## config.mk

```make
export PLATFORM = sky130hd
export DESIGN_NAME = avl_bus_arbiter_flat
export DESIGN_NICKNAME = d
export VERILOG_FILES = /design/src/rtl/avl_bus_arbiter_if.sv /design/src/rtl/avl_bus_arbiter.sv /design/src/flat_wrapper.sv
export SDC_FILE = /design/constraint.sdc
export NUM_CORES = 1
export LEC_CHECK = 0
export BUFFER_PORTS_ARGS = -buffer_cell sky130_fd_sc_hd__clkbuf_2
export CORE_AREA = 2 2 134 136
export CTS_BUF_LIST = sky130_fd_sc_hd__clkbuf_16
export DETAILED_ROUTE_END_ITERATION = 10
export DIE_AREA = 0 0 136 138
export PLACE_DENSITY_LB_ADDON = 0.12
export SYNTH_ARGS = -nofsm -noshare
export SYNTH_HDL_FRONTEND = slang
export SYNTH_SLANG_ARGS = --single-unit
```

## constraint.sdc

```tcl
create_clock -name clk -period 3.6 [get_ports clk]
set_input_delay 0 -clock clk [delete_from_list [all_inputs] [get_ports clk]]
set_output_delay 0 -clock clk [all_outputs]
set_load 0.05 [all_outputs]
```

## src/rtl/avl_bus_arbiter_if.sv

```systemverilog
// Avalon-style bus bundle between N masters, the arbiter and one shared slave.
// The slave modport is the arbiter's view; master is the surrounding environment.
interface avl_bus_arbiter_if #(
  parameter int MASTER_NUM = 2
);
  logic [32*MASTER_NUM-1:0] m_address;
  logic [4*MASTER_NUM-1:0]  m_byte_en;
  logic [MASTER_NUM-1:0]    m_read;
  logic [MASTER_NUM-1:0]    m_write;
  logic [32*MASTER_NUM-1:0] m_write_data;
  logic [MASTER_NUM-1:0]    m_begin_burst_transfer;
  logic [8*MASTER_NUM-1:0]  m_burst_count;
  logic [MASTER_NUM-1:0]    m_request_ready;
  logic [32*MASTER_NUM-1:0] m_read_data;
  logic [MASTER_NUM-1:0]    m_read_data_valid;
  logic [MASTER_NUM-1:0]    m_resp_ready;

  logic [31:0] s_address;
  logic [3:0]  s_byte_en;
  logic        s_read;
  logic        s_write;
  logic [31:0] s_write_data;
  logic        s_begin_burst_transfer;
  logic [7:0]  s_burst_count;
  logic        s_request_ready;
  logic [31:0] s_read_data;
  logic        s_read_data_valid;
  logic        s_resp_ready;

  modport slave (
    input  m_address, m_byte_en, m_read, m_write, m_write_data,
           m_begin_burst_transfer, m_burst_count, m_resp_ready,
           s_request_ready, s_read_data, s_read_data_valid,
    output m_request_ready, m_read_data, m_read_data_valid,
           s_address, s_byte_en, s_read, s_write, s_write_data,
           s_begin_burst_transfer, s_burst_count, s_resp_ready
  );

  modport master (
    output m_address, m_byte_en, m_read, m_write, m_write_data,
           m_begin_burst_transfer, m_burst_count, m_resp_ready,
           s_request_ready, s_read_data, s_read_data_valid,
    input  m_request_ready, m_read_data, m_read_data_valid,
           s_address, s_byte_en, s_read, s_write, s_write_data,
           s_begin_burst_transfer, s_burst_count, s_resp_ready
  );
endinterface

```

## src/rtl/avl_bus_arbiter.sv

```systemverilog
// N-to-1 round-robin command arbiter with grant lock on stall and an in-order
// read-response router driven by a FIFO of originating master IDs.
//
// state  | meaning
// IDLE   | choose first requester from rr pointer, forward it combinationally
// LOCKED | previous command stalled; keep forwarding lock_q until accepted or dropped
module avl_bus_arbiter #(
  parameter int MASTER_NUM      = 2,
  parameter int OUTSTANDING_MAX = 4,
  parameter int IDW             = $clog2(MASTER_NUM)
) (
  input  logic              clk,
  input  logic              rest,
  avl_bus_arbiter_if.slave  bus
);

  localparam int AW = $clog2(OUTSTANDING_MAX);

  typedef enum logic {IDLE, LOCKED} state_t;

  state_t                state_q, state_d;
  logic [IDW-1:0]        lock_q, lock_d;
  logic [IDW-1:0]        rr_q, rr_d;
  logic [IDW-1:0]        winner, cand, gnt_id, head;
  logic [MASTER_NUM-1:0] req;
  logic                  gnt_valid, is_read, blocked, accept, push, pop;
  logic                  fifo_empty, fifo_full, resp_ready;

  logic [IDW-1:0]        id_mem [OUTSTANDING_MAX];
  logic [AW-1:0]         wr_ptr_q, rd_ptr_q;
  logic [AW:0]           count_q;

  function automatic logic [IDW-1:0] next_idx(input logic [IDW-1:0] i);
    if (i == IDW'(MASTER_NUM - 1)) return '0;
    return i + 1'b1;
  endfunction

  assign req = bus.m_read | bus.m_write;

  // Scan downwards so the requester closest to rr_q is the last one written.
  always_comb begin
    winner = rr_q;
    cand   = '0;
    for (int k = MASTER_NUM - 1; k >= 0; k--) begin
      cand = IDW'((int'(rr_q) + k) % MASTER_NUM);
      if (req[cand]) winner = cand;
    end
  end

  assign gnt_id    = (state_q == LOCKED) ? lock_q : winner;
  assign gnt_valid = (state_q == LOCKED) ? req[lock_q] : (|req);
  assign is_read   = bus.m_read[gnt_id];
  assign blocked   = is_read & fifo_full & ~pop;
  assign accept    = gnt_valid & ~blocked & bus.s_request_ready;
  assign push      = accept & is_read;

  always_comb begin
    bus.s_address              = '0;
    bus.s_byte_en              = '0;
    bus.s_read                 = 1'b0;
    bus.s_write                = 1'b0;
    bus.s_write_data           = '0;
    bus.s_begin_burst_transfer = 1'b0;
    bus.s_burst_count          = '0;
    bus.m_request_ready        = '0;
    if (gnt_valid) begin
      bus.s_address              = bus.m_address[int'(gnt_id)*32 +: 32];
      bus.s_byte_en              = bus.m_byte_en[int'(gnt_id)*4 +: 4];
      bus.s_write_data           = bus.m_write_data[int'(gnt_id)*32 +: 32];
      bus.s_begin_burst_transfer = bus.m_begin_burst_transfer[gnt_id];
      bus.s_burst_count          = bus.m_burst_count[int'(gnt_id)*8 +: 8];
      bus.s_read                 = is_read & ~blocked;
      bus.s_write                = ~is_read;
      bus.m_request_ready[gnt_id] = accept;
    end
  end

  always_comb begin
    state_d = state_q;
    lock_d  = lock_q;
    rr_d    = rr_q;
    case (state_q)
      IDLE: begin
        if (gnt_valid) begin
          if (accept) begin
            rr_d = next_idx(winner);
          end else begin
            state_d = LOCKED;
            lock_d  = winner;
          end
        end
      end
      LOCKED: begin
        if (!req[lock_q]) begin
          state_d = IDLE;
        end else if (accept) begin
          rr_d    = next_idx(lock_q);
          state_d = IDLE;
        end
      end
      default: state_d = IDLE;
    endcase
  end

  always_ff @(posedge clk or negedge rest) begin
    if (!rest) begin
      state_q <= IDLE;
      lock_q  <= '0;
      rr_q    <= '0;
    end else begin
      state_q <= state_d;
      lock_q  <= lock_d;
      rr_q    <= rr_d;
    end
  end

  // Response routing: the FIFO head names the master owed the next beat.
  assign head       = id_mem[rd_ptr_q];
  assign fifo_empty = (count_q == '0);
  assign fifo_full  = (count_q == (AW+1)'(OUTSTANDING_MAX));

  always_comb begin
    bus.m_read_data_valid = '0;
    resp_ready            = 1'b1;
    if (!fifo_empty) begin
      bus.m_read_data_valid[head] = bus.s_read_data_valid;
      resp_ready                  = bus.m_resp_ready[head];
    end
  end

  assign bus.s_resp_ready = resp_ready;
  assign bus.m_read_data  = {MASTER_NUM{bus.s_read_data}};
  assign pop              = ~fifo_empty & bus.s_read_data_valid & resp_ready;

  always_ff @(posedge clk) begin
    if (push) id_mem[wr_ptr_q] <= gnt_id;
  end

  always_ff @(posedge clk or negedge rest) begin
    if (!rest) begin
      wr_ptr_q <= '0;
      rd_ptr_q <= '0;
      count_q  <= '0;
    end else begin
      if (push) wr_ptr_q <= wr_ptr_q + 1'b1;
      if (pop)  rd_ptr_q <= rd_ptr_q + 1'b1;
      case ({push, pop})
        2'b10:   count_q <= count_q + 1'b1;
        2'b01:   count_q <= count_q - 1'b1;
        default: count_q <= count_q;
      endcase
    end
  end

endmodule

```

## src/flat_wrapper.sv

```systemverilog
// flat-port wrapper written by rule: the top's interface ports become plain ports
module avl_bus_arbiter_flat 
#(
  parameter int MASTER_NUM      = 2,
  parameter int OUTSTANDING_MAX = 4,
  parameter int IDW             = $clog2(MASTER_NUM)
)
  (clk, rest, bus_m_address, bus_m_byte_en, bus_m_read, bus_m_write, bus_m_write_data, bus_m_begin_burst_transfer, bus_m_burst_count, bus_m_resp_ready, bus_s_request_ready, bus_s_read_data, bus_s_read_data_valid, bus_m_request_ready, bus_m_read_data, bus_m_read_data_valid, bus_s_address, bus_s_byte_en, bus_s_read, bus_s_write, bus_s_write_data, bus_s_begin_burst_transfer, bus_s_burst_count, bus_s_resp_ready);
  avl_bus_arbiter_if #(.MASTER_NUM(MASTER_NUM)) bus_i ();
  input  logic clk;
  input  logic rest;
  input wire logic [$bits(bus_i.m_address)-1:0] bus_m_address;
  input wire logic [$bits(bus_i.m_byte_en)-1:0] bus_m_byte_en;
  input wire logic [$bits(bus_i.m_read)-1:0] bus_m_read;
  input wire logic [$bits(bus_i.m_write)-1:0] bus_m_write;
  input wire logic [$bits(bus_i.m_write_data)-1:0] bus_m_write_data;
  input wire logic [$bits(bus_i.m_begin_burst_transfer)-1:0] bus_m_begin_burst_transfer;
  input wire logic [$bits(bus_i.m_burst_count)-1:0] bus_m_burst_count;
  input wire logic [$bits(bus_i.m_resp_ready)-1:0] bus_m_resp_ready;
  input wire logic [$bits(bus_i.s_request_ready)-1:0] bus_s_request_ready;
  input wire logic [$bits(bus_i.s_read_data)-1:0] bus_s_read_data;
  input wire logic [$bits(bus_i.s_read_data_valid)-1:0] bus_s_read_data_valid;
  output wire logic [$bits(bus_i.m_request_ready)-1:0] bus_m_request_ready;
  output wire logic [$bits(bus_i.m_read_data)-1:0] bus_m_read_data;
  output wire logic [$bits(bus_i.m_read_data_valid)-1:0] bus_m_read_data_valid;
  output wire logic [$bits(bus_i.s_address)-1:0] bus_s_address;
  output wire logic [$bits(bus_i.s_byte_en)-1:0] bus_s_byte_en;
  output wire logic [$bits(bus_i.s_read)-1:0] bus_s_read;
  output wire logic [$bits(bus_i.s_write)-1:0] bus_s_write;
  output wire logic [$bits(bus_i.s_write_data)-1:0] bus_s_write_data;
  output wire logic [$bits(bus_i.s_begin_burst_transfer)-1:0] bus_s_begin_burst_transfer;
  output wire logic [$bits(bus_i.s_burst_count)-1:0] bus_s_burst_count;
  output wire logic [$bits(bus_i.s_resp_ready)-1:0] bus_s_resp_ready;
  assign bus_i.m_address = bus_m_address;
  assign bus_i.m_byte_en = bus_m_byte_en;
  assign bus_i.m_read = bus_m_read;
  assign bus_i.m_write = bus_m_write;
  assign bus_i.m_write_data = bus_m_write_data;
  assign bus_i.m_begin_burst_transfer = bus_m_begin_burst_transfer;
  assign bus_i.m_burst_count = bus_m_burst_count;
  assign bus_i.m_resp_ready = bus_m_resp_ready;
  assign bus_i.s_request_ready = bus_s_request_ready;
  assign bus_i.s_read_data = bus_s_read_data;
  assign bus_i.s_read_data_valid = bus_s_read_data_valid;
  assign bus_m_request_ready = bus_i.m_request_ready;
  assign bus_m_read_data = bus_i.m_read_data;
  assign bus_m_read_data_valid = bus_i.m_read_data_valid;
  assign bus_s_address = bus_i.s_address;
  assign bus_s_byte_en = bus_i.s_byte_en;
  assign bus_s_read = bus_i.s_read;
  assign bus_s_write = bus_i.s_write;
  assign bus_s_write_data = bus_i.s_write_data;
  assign bus_s_begin_burst_transfer = bus_i.s_begin_burst_transfer;
  assign bus_s_burst_count = bus_i.s_burst_count;
  assign bus_s_resp_ready = bus_i.s_resp_ready;
  avl_bus_arbiter #(.MASTER_NUM(MASTER_NUM), .OUTSTANDING_MAX(OUTSTANDING_MAX), .IDW(IDW)) u_core (.clk(clk), .rest(rest), .bus(bus_i));
endmodule
```

==> results of run 1 <==
-- what timing repair did --
action                    in CTS  in global routing
resized for setup              0                  0
hold buffers                   1                  0
hold endpoints to repair      10                  0
-- flip-flops by register name, summed over array words and instances, names as in the netlist --
name             cells
u_core.wr_ptr_q      2
u_core.rd_ptr_q      2
u_core.lock_q        1
u_core.id_mem        4
u_core.count_q       3
u_core.rr_q          1
u_core.state_q       1
-- layout by cell type (no fill, tap or decap), types with 2 or more instances in the layout --
cell type and n:
xor2_1 3, nand2_1 158, o211ai_1 5, dfrtp_1 10
ha_1 5, mux2i_1 2, a21oi_1 81, clkbuf_16 3
xnor2_1 3, edfxtp_1 4, inv_1 9, mux2_2 2
buf_4 6, clkbuf_2 247, nor2_1 12, and2_2 4
-- metrics by stage --
| step | power, W | hold slack (ns) | instances |
|---|---|---|---|
| after floorplan | 0.00282 | -0.296 | 408 |
| after global placement | 0.00341 | -0.104 | 799 |
| after detailed placement | 0.00341 | -0.107 | 799 |
| after CTS | 0.00363 | 0.000497 | 804 |
| after global routing | 0.00381 | 0.000194 | 804 |
| final | 0.00358 | 0.0000337 | 804 |
-- how the worst min path moves through the flow --
| stage | start | endpoint | slack [ns] | cells after the start |
|---|---|---|---|---|
| after floorplan | rest | u_core.count_q[0] | -0.30 | 0 |
| after global placement | rest | u_core.count_q[2] | -0.10 | 1 |
| after detailed placement | rest | u_core.count_q[2] | -0.11 | 1 |
| after CTS | bus_s_read_data[8] | bus_m_read_data[40] | 0.0005 | 0 |
| after global routing | bus_s_read_data[13] | bus_m_read_data[13] | 0.0002 | 0 |
| final | bus_s_read_data[13] | bus_m_read_data[45] | 0.00003 | 0 |
-- critical path: cells and delay by family, from the launching register on --
kind | cells | cell delay (ns)
DFF | 1 | 0.39
AOI/OAI and AO/OA | 1 | 0.28
buffers and inverters | 2 | 0.18
xor gates and xnor gates | 2 | 0.29
adders and majority gates | 2 | 0.39
muxes | 2 | 0.76
and+or+nand+nor | 2 | 0.52
-- per-layer routing --
layer  share of wire  global-route usage  vias to the layer above
met4          0.0067              0.0121                        0
met2            0.55               0.224                      177
met3           0.078              0.0308                       10
met1            0.37               0.131                     1440
li1                -                   -                     1585
met5               0                   0                        -
-- power by group --
part	switching (W)	total (W)	leakage (nW)	internal (W)
registers	0.0000617	0.000297	0.153	0.000236
clock network	0.0000595	0.000206	0.0423	0.000146
logic	0.00237	0.00308	1.78	0.000713
total	0.00249	0.00358	1.98	0.00110
-- cell type report --
class,instances,area (sq um)
clock buffers,3,75.1
clock inverters,1,3.75
fillers,2095,14000
inverters,9,33.8
multi-input cells,294,1480
flip-flops and latches,14,370
well taps,229,287
repair buffers,254,1290
-- logic make-up (layout without fill, tap and decap cells) --
logic type               after synthesis  after routing
AO/OA/AOI/OAI                         94             94
XOR/XNOR                               6              6
adder cells (fa/ha/maj)                6              6
buffers and inverters                100            267
flip-flops                            14             14
multiplexers                           6              6
AND/OR/NAND/NOR                      182            182
==> qor.yml, run 1 <==
tightest_slew_ns: 0.849
syn2layout_area_growth_pct: 44.2
route.detailed.drc: 0
endpoint: "u_core.count_q[2]"
cp.required_ns: 3.72
gp_congestion: 0.806
synth_commonest_cells: "nand2_1 (158), a21oi_1 (81), buf_4 (64)"
run_status: "complete, no violations"
drt-pass1-iter-count: 4
maxCapViolCount: 0
worstSkewPairLatency_ns: 0.24
yosys_warnings: 0
r2r_cells: 11
synth_flop_cell: "dfrtp_1"
p_leak_nw: 1.98
post_cts_buffers: 0
ant_nets: 0
routed_via_density: 4.00
synth_top_area_share: 0.242
rsz0062_at_grt: "no"
avgSynthCellArea_sq_um: 6.02
fin_skew_ns: 0.00293
synth_top_family_by_area: "simple AND/OR/NAND/NOR gates"
syn_area_sq_um: 2450
synth_xor_area_frac: 0.0214
drv_slew: 0
ys_seq_elements: 14
numCtsBuffers: 3
worstPathMaxFanout: 7
grt_max_degree: 79
final_util: 0.202
synth.largest_area_cell: "nand2_1"
place_worst_setup_slack_ns: 0.678
synthMuxAreaShare: 0.0326
yosys.area_share.simple: 0.301
rrSetupSlack_ns: 0.67
yosysSeqAreaShare: 0.151
finalSetupTns_ns: 0
core_area_sq_um: 17500
cp.arrival_ns: 3.05
crit_path_end_kind: "flip-flop"
ioPinCount: 344
synth.area.top_cells: "nand2_1 (24%), buf_4 (20%), a21oi_1 (17%), dfrtp_1 (10%), edfxtp_1 (4.9%)"
finalCritPeriodShare: 0.813
track_usage: 0.117
synth_most_common_cell: "nand2_1"
hold_path.class: "input pin to output port"
netlist_instances: 408
finalHoldViolCount: 0
antenna_cells: 0
fin_nets: 778
p_per_area_nw_per_um2: 1010
min_period_ns: 2.93
dpl_cell_area_sq_um: 3450
synthDistinctLibCells: 36
max-clock-path-buffers: 2
slowest_delay_ns: 0.56
die_y_um: 138
die_w_um: 136
drive_above_1_share: 0.470
async_flop_share: 0.714
synth_compound_area_frac: 0.206
wl_um: 11800
slowest_stage: "mux4_2"
syn_nets: 610
grt_pass1_vias: 3054
ctsHtreeMaxLevel: 1
antenna_found_initial: 0
grt_pass1_wl_um: 17300
maxSlewHeadroom: 0.434
max_freq_mhz: 342
initial_core_util: 0.140
timing.rr.start: "u_core.rd_ptr_q[0]"
wl_per_cell_um: 14.7
grt_overflow: 0
start_kind: "flip-flop"
design_area_sq_um: 3540
dieArea_sq_um: 18800
yosys.area_share.adder: 0.0336
drtIter0Drc: 140
rows: 49
setup_slack_ns: 0.674
dp_hpwl_um: 9870
tritoncts: "done"
finalSetupViolCount: 0
portBuffers: 247
synth_edf_count: 4
crit_path_start: "u_core.rd_ptr_q[0]"
ir_drop_mv: 0.407
clockRootBuffer: "clkbuf_16"
path_class: "flip-flop to flip-flop"
cts.sinks: 14
vias: 3212
clk_pin_slew_worst_paths_ns: 0.05
path_cells: "mux4_2, mux2i_1, o211a_1, nor4b_4, inv_1, ha_1, inv_1, fa_1, xor2_1, nor2_1, xor2_1"
worstReg2RegEnd: "u_core.count_q[2]"
(Power assumes the default switching activity.)
==> run 2: changes to the inputs <==
--- a/config.mk
+++ b/config.mk
@@ -5,11 +5,12 @@
 export SDC_FILE = /design/constraint.sdc
 export NUM_CORES = 1
 export LEC_CHECK = 0
+export ABC_AREA = 1
 export BUFFER_PORTS_ARGS = -buffer_cell sky130_fd_sc_hd__clkbuf_2
-export CORE_AREA = 2 2 134 136
+export CORE_AREA = 2 2 133 135
 export CTS_BUF_LIST = sky130_fd_sc_hd__clkbuf_16
 export DETAILED_ROUTE_END_ITERATION = 10
-export DIE_AREA = 0 0 136 138
+export DIE_AREA = 0 0 135 137
 export PLACE_DENSITY_LB_ADDON = 0.12
 export SYNTH_ARGS = -nofsm -noshare
 export SYNTH_HDL_FRONTEND = slang
==> constraint.sdc (replaced) <==
create_clock -name clk -period 2.4 [get_ports clk]
set_input_delay 0 -clock clk [delete_from_list [all_inputs] [get_ports clk]]
set_output_delay 0 -clock clk [all_outputs]
set_load 0.05 [all_outputs]
==> qor.yml, run 2 <==
grt_max_degree: 56  # -29%
worst_path_dominant_cell_family: "simple AND/OR/NAND/NOR gates"
yosysSeqAreaShare: 0.152  # +0.000695
vias: 3127  # -2.6%
rsz0062_at_grt: "yes"
synth_most_common_cell: "nor2_1"
cpMostUsedCell: "nand2_1"
finalHoldWorstSlack_ns: 0.0000246  # -0.00000911 ns
ant_nets: 0  # unchanged
finalSetupTns_ns: 0  # unchanged
dp_hpwl_um: 8830  # -11%
tightest_slew_ns: 0.434  # -0.415 ns
antenna_cells: 0  # unchanged
cts.sinks: 14  # unchanged
synth_edf_count: 4  # unchanged
syn2layout_area_growth_pct: 67.9
crit_path_start: "u_core.rd_ptr_q[0]"
gp_congestion: 0.784  # -2.7%
die_w_um: 135  # -0.74%
clockRootBuffer: "clkbuf_16"
routed_via_density: 3.78  # -5.5%
p_per_area_nw_per_um2: 1820  # +80%
die_y_um: 137  # -0.72%
drive_above_1_share: 0.468  # -0.00190
core_area_sq_um: 17100  # -2.7%
final_cell_mix: "clkbuf_2 (212), nor2_1 (169), o21ai_0 (79), buf_12 (36)"
dieArea_sq_um: 18500  # -1.5%
synth_top_area_share: 0.260  # +0.0180
syn_area_sq_um: 2440  # -0.46%
numCtsBuffers: 3  # unchanged
p_leak_nw: 2.20  # +11%
largestRegisters: "u_core.id_mem: 4 flops, u_core.count_q: 3 flops"
grt_pass1_wl_um: 15100  # -13%
synth.area.top_cells: "nor2_1 (26%), buf_4 (20%), o21ai_0 (16%), dfrtp_1 (10%), edfxtp_1 (4.9%)"
slowest_delay_ns: 0.40  # -0.16 ns
hold_path.class: "input pin to output port"
worstSkewPairLatency_ns: 0.24  # about the same
run_status: "complete, no violations"
tritoncts: "done"
critical_path_buf_inv_count: 3  # +1
finalCritPeriodShare: 0.922  # +0.109
synth_flop_cell: "dfrtp_1"
finalHoldViolCount: 0  # unchanged
max-clock-path-buffers: 2  # unchanged
syn_nets: 633  # +3.8%
crit_path_end_kind: "flip-flop"
cp.arrival_ns: 2.34  # -0.71 ns
wl_per_cell_um: 12.8  # -13%
r2r_cells: 17  # +6
track_usage: 0.102  # -0.0144
ys_seq_elements: 14  # unchanged
rows: 48  # -2.0%
portBuffers: 247  # unchanged
async_flop_share: 0.714  # unchanged
min_period_ns: 2.21  # -0.713 ns
synth_commonest_cells: "nor2_1 (169), o21ai_0 (80), buf_4 (64)"
synth.largest_area_cell: "nor2_1"
largest_reg_flops: 4  # unchanged
max_freq_mhz: 452  # +32%
worstHoldStart: "bus_s_read_data[13]"
synthDistinctLibCells: 27  # -25%
fin_nets: 806  # +3.6%
drv_slew: 0  # unchanged
top_register: "u_core.id_mem"
path_cells: "inv_2, nand2_1, nand3_2, nand2_1, nand2_1, nand2_1, nand3_2, inv_2, nor2_4, nor2_4, nand2_4, ha_1, inv_2, fa_2, a21oi_2, o21ai_1, xor2_1"
yosys_warnings: 0  # unchanged
grt_pass1_vias: 2851  # -6.6%
drtIter0Drc: 145  # +3.6%
ir_drop_mv: 0.553  # +36%
cp.required_ns: 2.52  # -1.20 ns
timing.rr.start: "u_core.rd_ptr_q[0]"
worstPathMaxFanout: 4  # -3
whs_path_depth: 0  # unchanged
design_area_sq_um: 4100  # +16%
ioPinCount: 344  # unchanged
slowest_stage: "dfrtp_1"
netlist_instances: 431  # +5.6%
fin_skew_ns: 0.00119  # -0.00174 ns
maxCapViolCount: 0  # unchanged
dpl_cell_area_sq_um: 3980  # +15%
ctsHtreeMaxLevel: 1  # unchanged
antenna_found_initial: 0  # unchanged
avgSynthCellArea_sq_um: 5.67  # -5.8%
clk_pin_slew_worst_paths_ns: 0.05  # about the same
grt_overflow: 0  # unchanged
wl_um: 10600  # -10%
path_class: "flip-flop to flip-flop"
finalSetupViolCount: 0  # unchanged
start_kind: "flip-flop"
worstReg2RegEnd: "u_core.count_q[2]"
drt-pass1-iter-count: 4  # unchanged
min_to: "bus_m_read_data[45]"
final_common_cell: "clkbuf_2"
maxSlewHeadroom: 0.710  # +0.277
rrSetupSlack_ns: 0.19  # -0.49 ns
initial_core_util: 0.143  # +0.00326
route.detailed.drc: 0  # unchanged
## run 2: cell types whose count changed in the layout (fill, tap and decap cells not counted), sizes merged, moves of 11 or more
cell | previous run | this run
nor2 | 12 | 172
a21oi | 81 | 5
inv | 10 | 24
o21ai | 2 | 81
clkbuf | 250 | 215
nand3 | 0 | 11
buf | 6 | 44
nand2 | 158 | 23
## run 2: worst register-to-register path, stage by stage (launching register included)
cell	delay, ns
dfrtp_1	0.40
inv_2	0.07
nand2_1	0.06
nand3_2	0.07
nand2_1	0.07
nand2_1	0.07
nand2_1	0.07
nand3_2	0.07
inv_2	0.06
nor2_4	0.13
nor2_4	0.05
nand2_4	0.05
ha_1	0.15
inv_2	0.06
fa_2	0.35
a21oi_2	0.14
o21ai_1	0.08
xor2_1	0.14
## run 2: cell type report
type,count,area [sq um]
clock inverters,1,3.75
flip-flops and latches,14,370
well taps,225,282
repair buffers,257,1860
clock buffers,3,75.1
fillers,1984,13000
multi-input cells,304,1430
inverters,24,90.1
## run 2: report_power, final
group / total, W / switching (W) / internal [W]
Sequential: 0.000422 / 0.0000687 / 0.000354
Clock: 0.000317 / 0.0000966 / 0.000220
Combinational: 0.00672 / 0.00458 / 0.00214
Total: 0.00746 / 0.00474 / 0.00271
## run 2: cells by family after synthesis
family	Yosys count	synth area share
adders and majority gates	6	0.0338
buffers and inverters	113	0.276
AOI/OAI and AO/OA	87	0.184
xor gates and xnor gates	3	0.0108
and+or+nand+nor	208	0.343
DFF	14	0.152
## run 2: routing by layer
layer | vias to the layer above | wire length (um) | track usage
li1 | 1633 | - | -
met1 | 1335 | 4150 | 0.127
met2 | 135 | 5470 | 0.179
met3 | 24 | 850 | 0.0248
met4 | 0 | 155 | 0.0220
met5 | - | 0 | 0
## run 2: through the flow
| stage | cells | util | power (W) | worst slack, ns |
|---|---|---|---|---|
| 6_report | 828 | 0.241 | 0.00746 | 0.188 |
| 5_1_grt | 828 | 0.241 | 0.00791 | -0.0588 |
| 3_3_place_gp | 822 | 0.233 | 0.00715 | 0.0496 |
| 2_1_floorplan | 431 | - | 0.00495 | 0.0752 |
| 4_1_cts | 827 | 0.239 | 0.00749 | 0.0358 |
| 3_5_place_dp | 822 | 0.233 | 0.00715 | 0.0487 |
## run 2: how the worst max path moves through the flow
| stage | slack [ns] | endpoint | cells past startpoint |
|---|---|---|---|
| floorplan | 0.08 | u_core.count_q[2] | 17 |
| global placement | 0.05 | u_core.count_q[2] | 17 |
| detailed placement | 0.05 | u_core.count_q[2] | 17 |
| CTS | 0.04 | u_core.count_q[2] | 17 |
| global route | -0.06 | u_core.count_q[2] | 17 |
| finish | 0.19 | u_core.count_q[2] | 17 |
## run 2: repair_timing
action / 4_1_cts / 5_1_grt
hold buffers: 1 / 0
hold endpoints to repair: 10 / 0
gates resized for setup: 0 / 9
endpoints found under the setup margin: 0 / 52
buffers inserted: 0 / 1
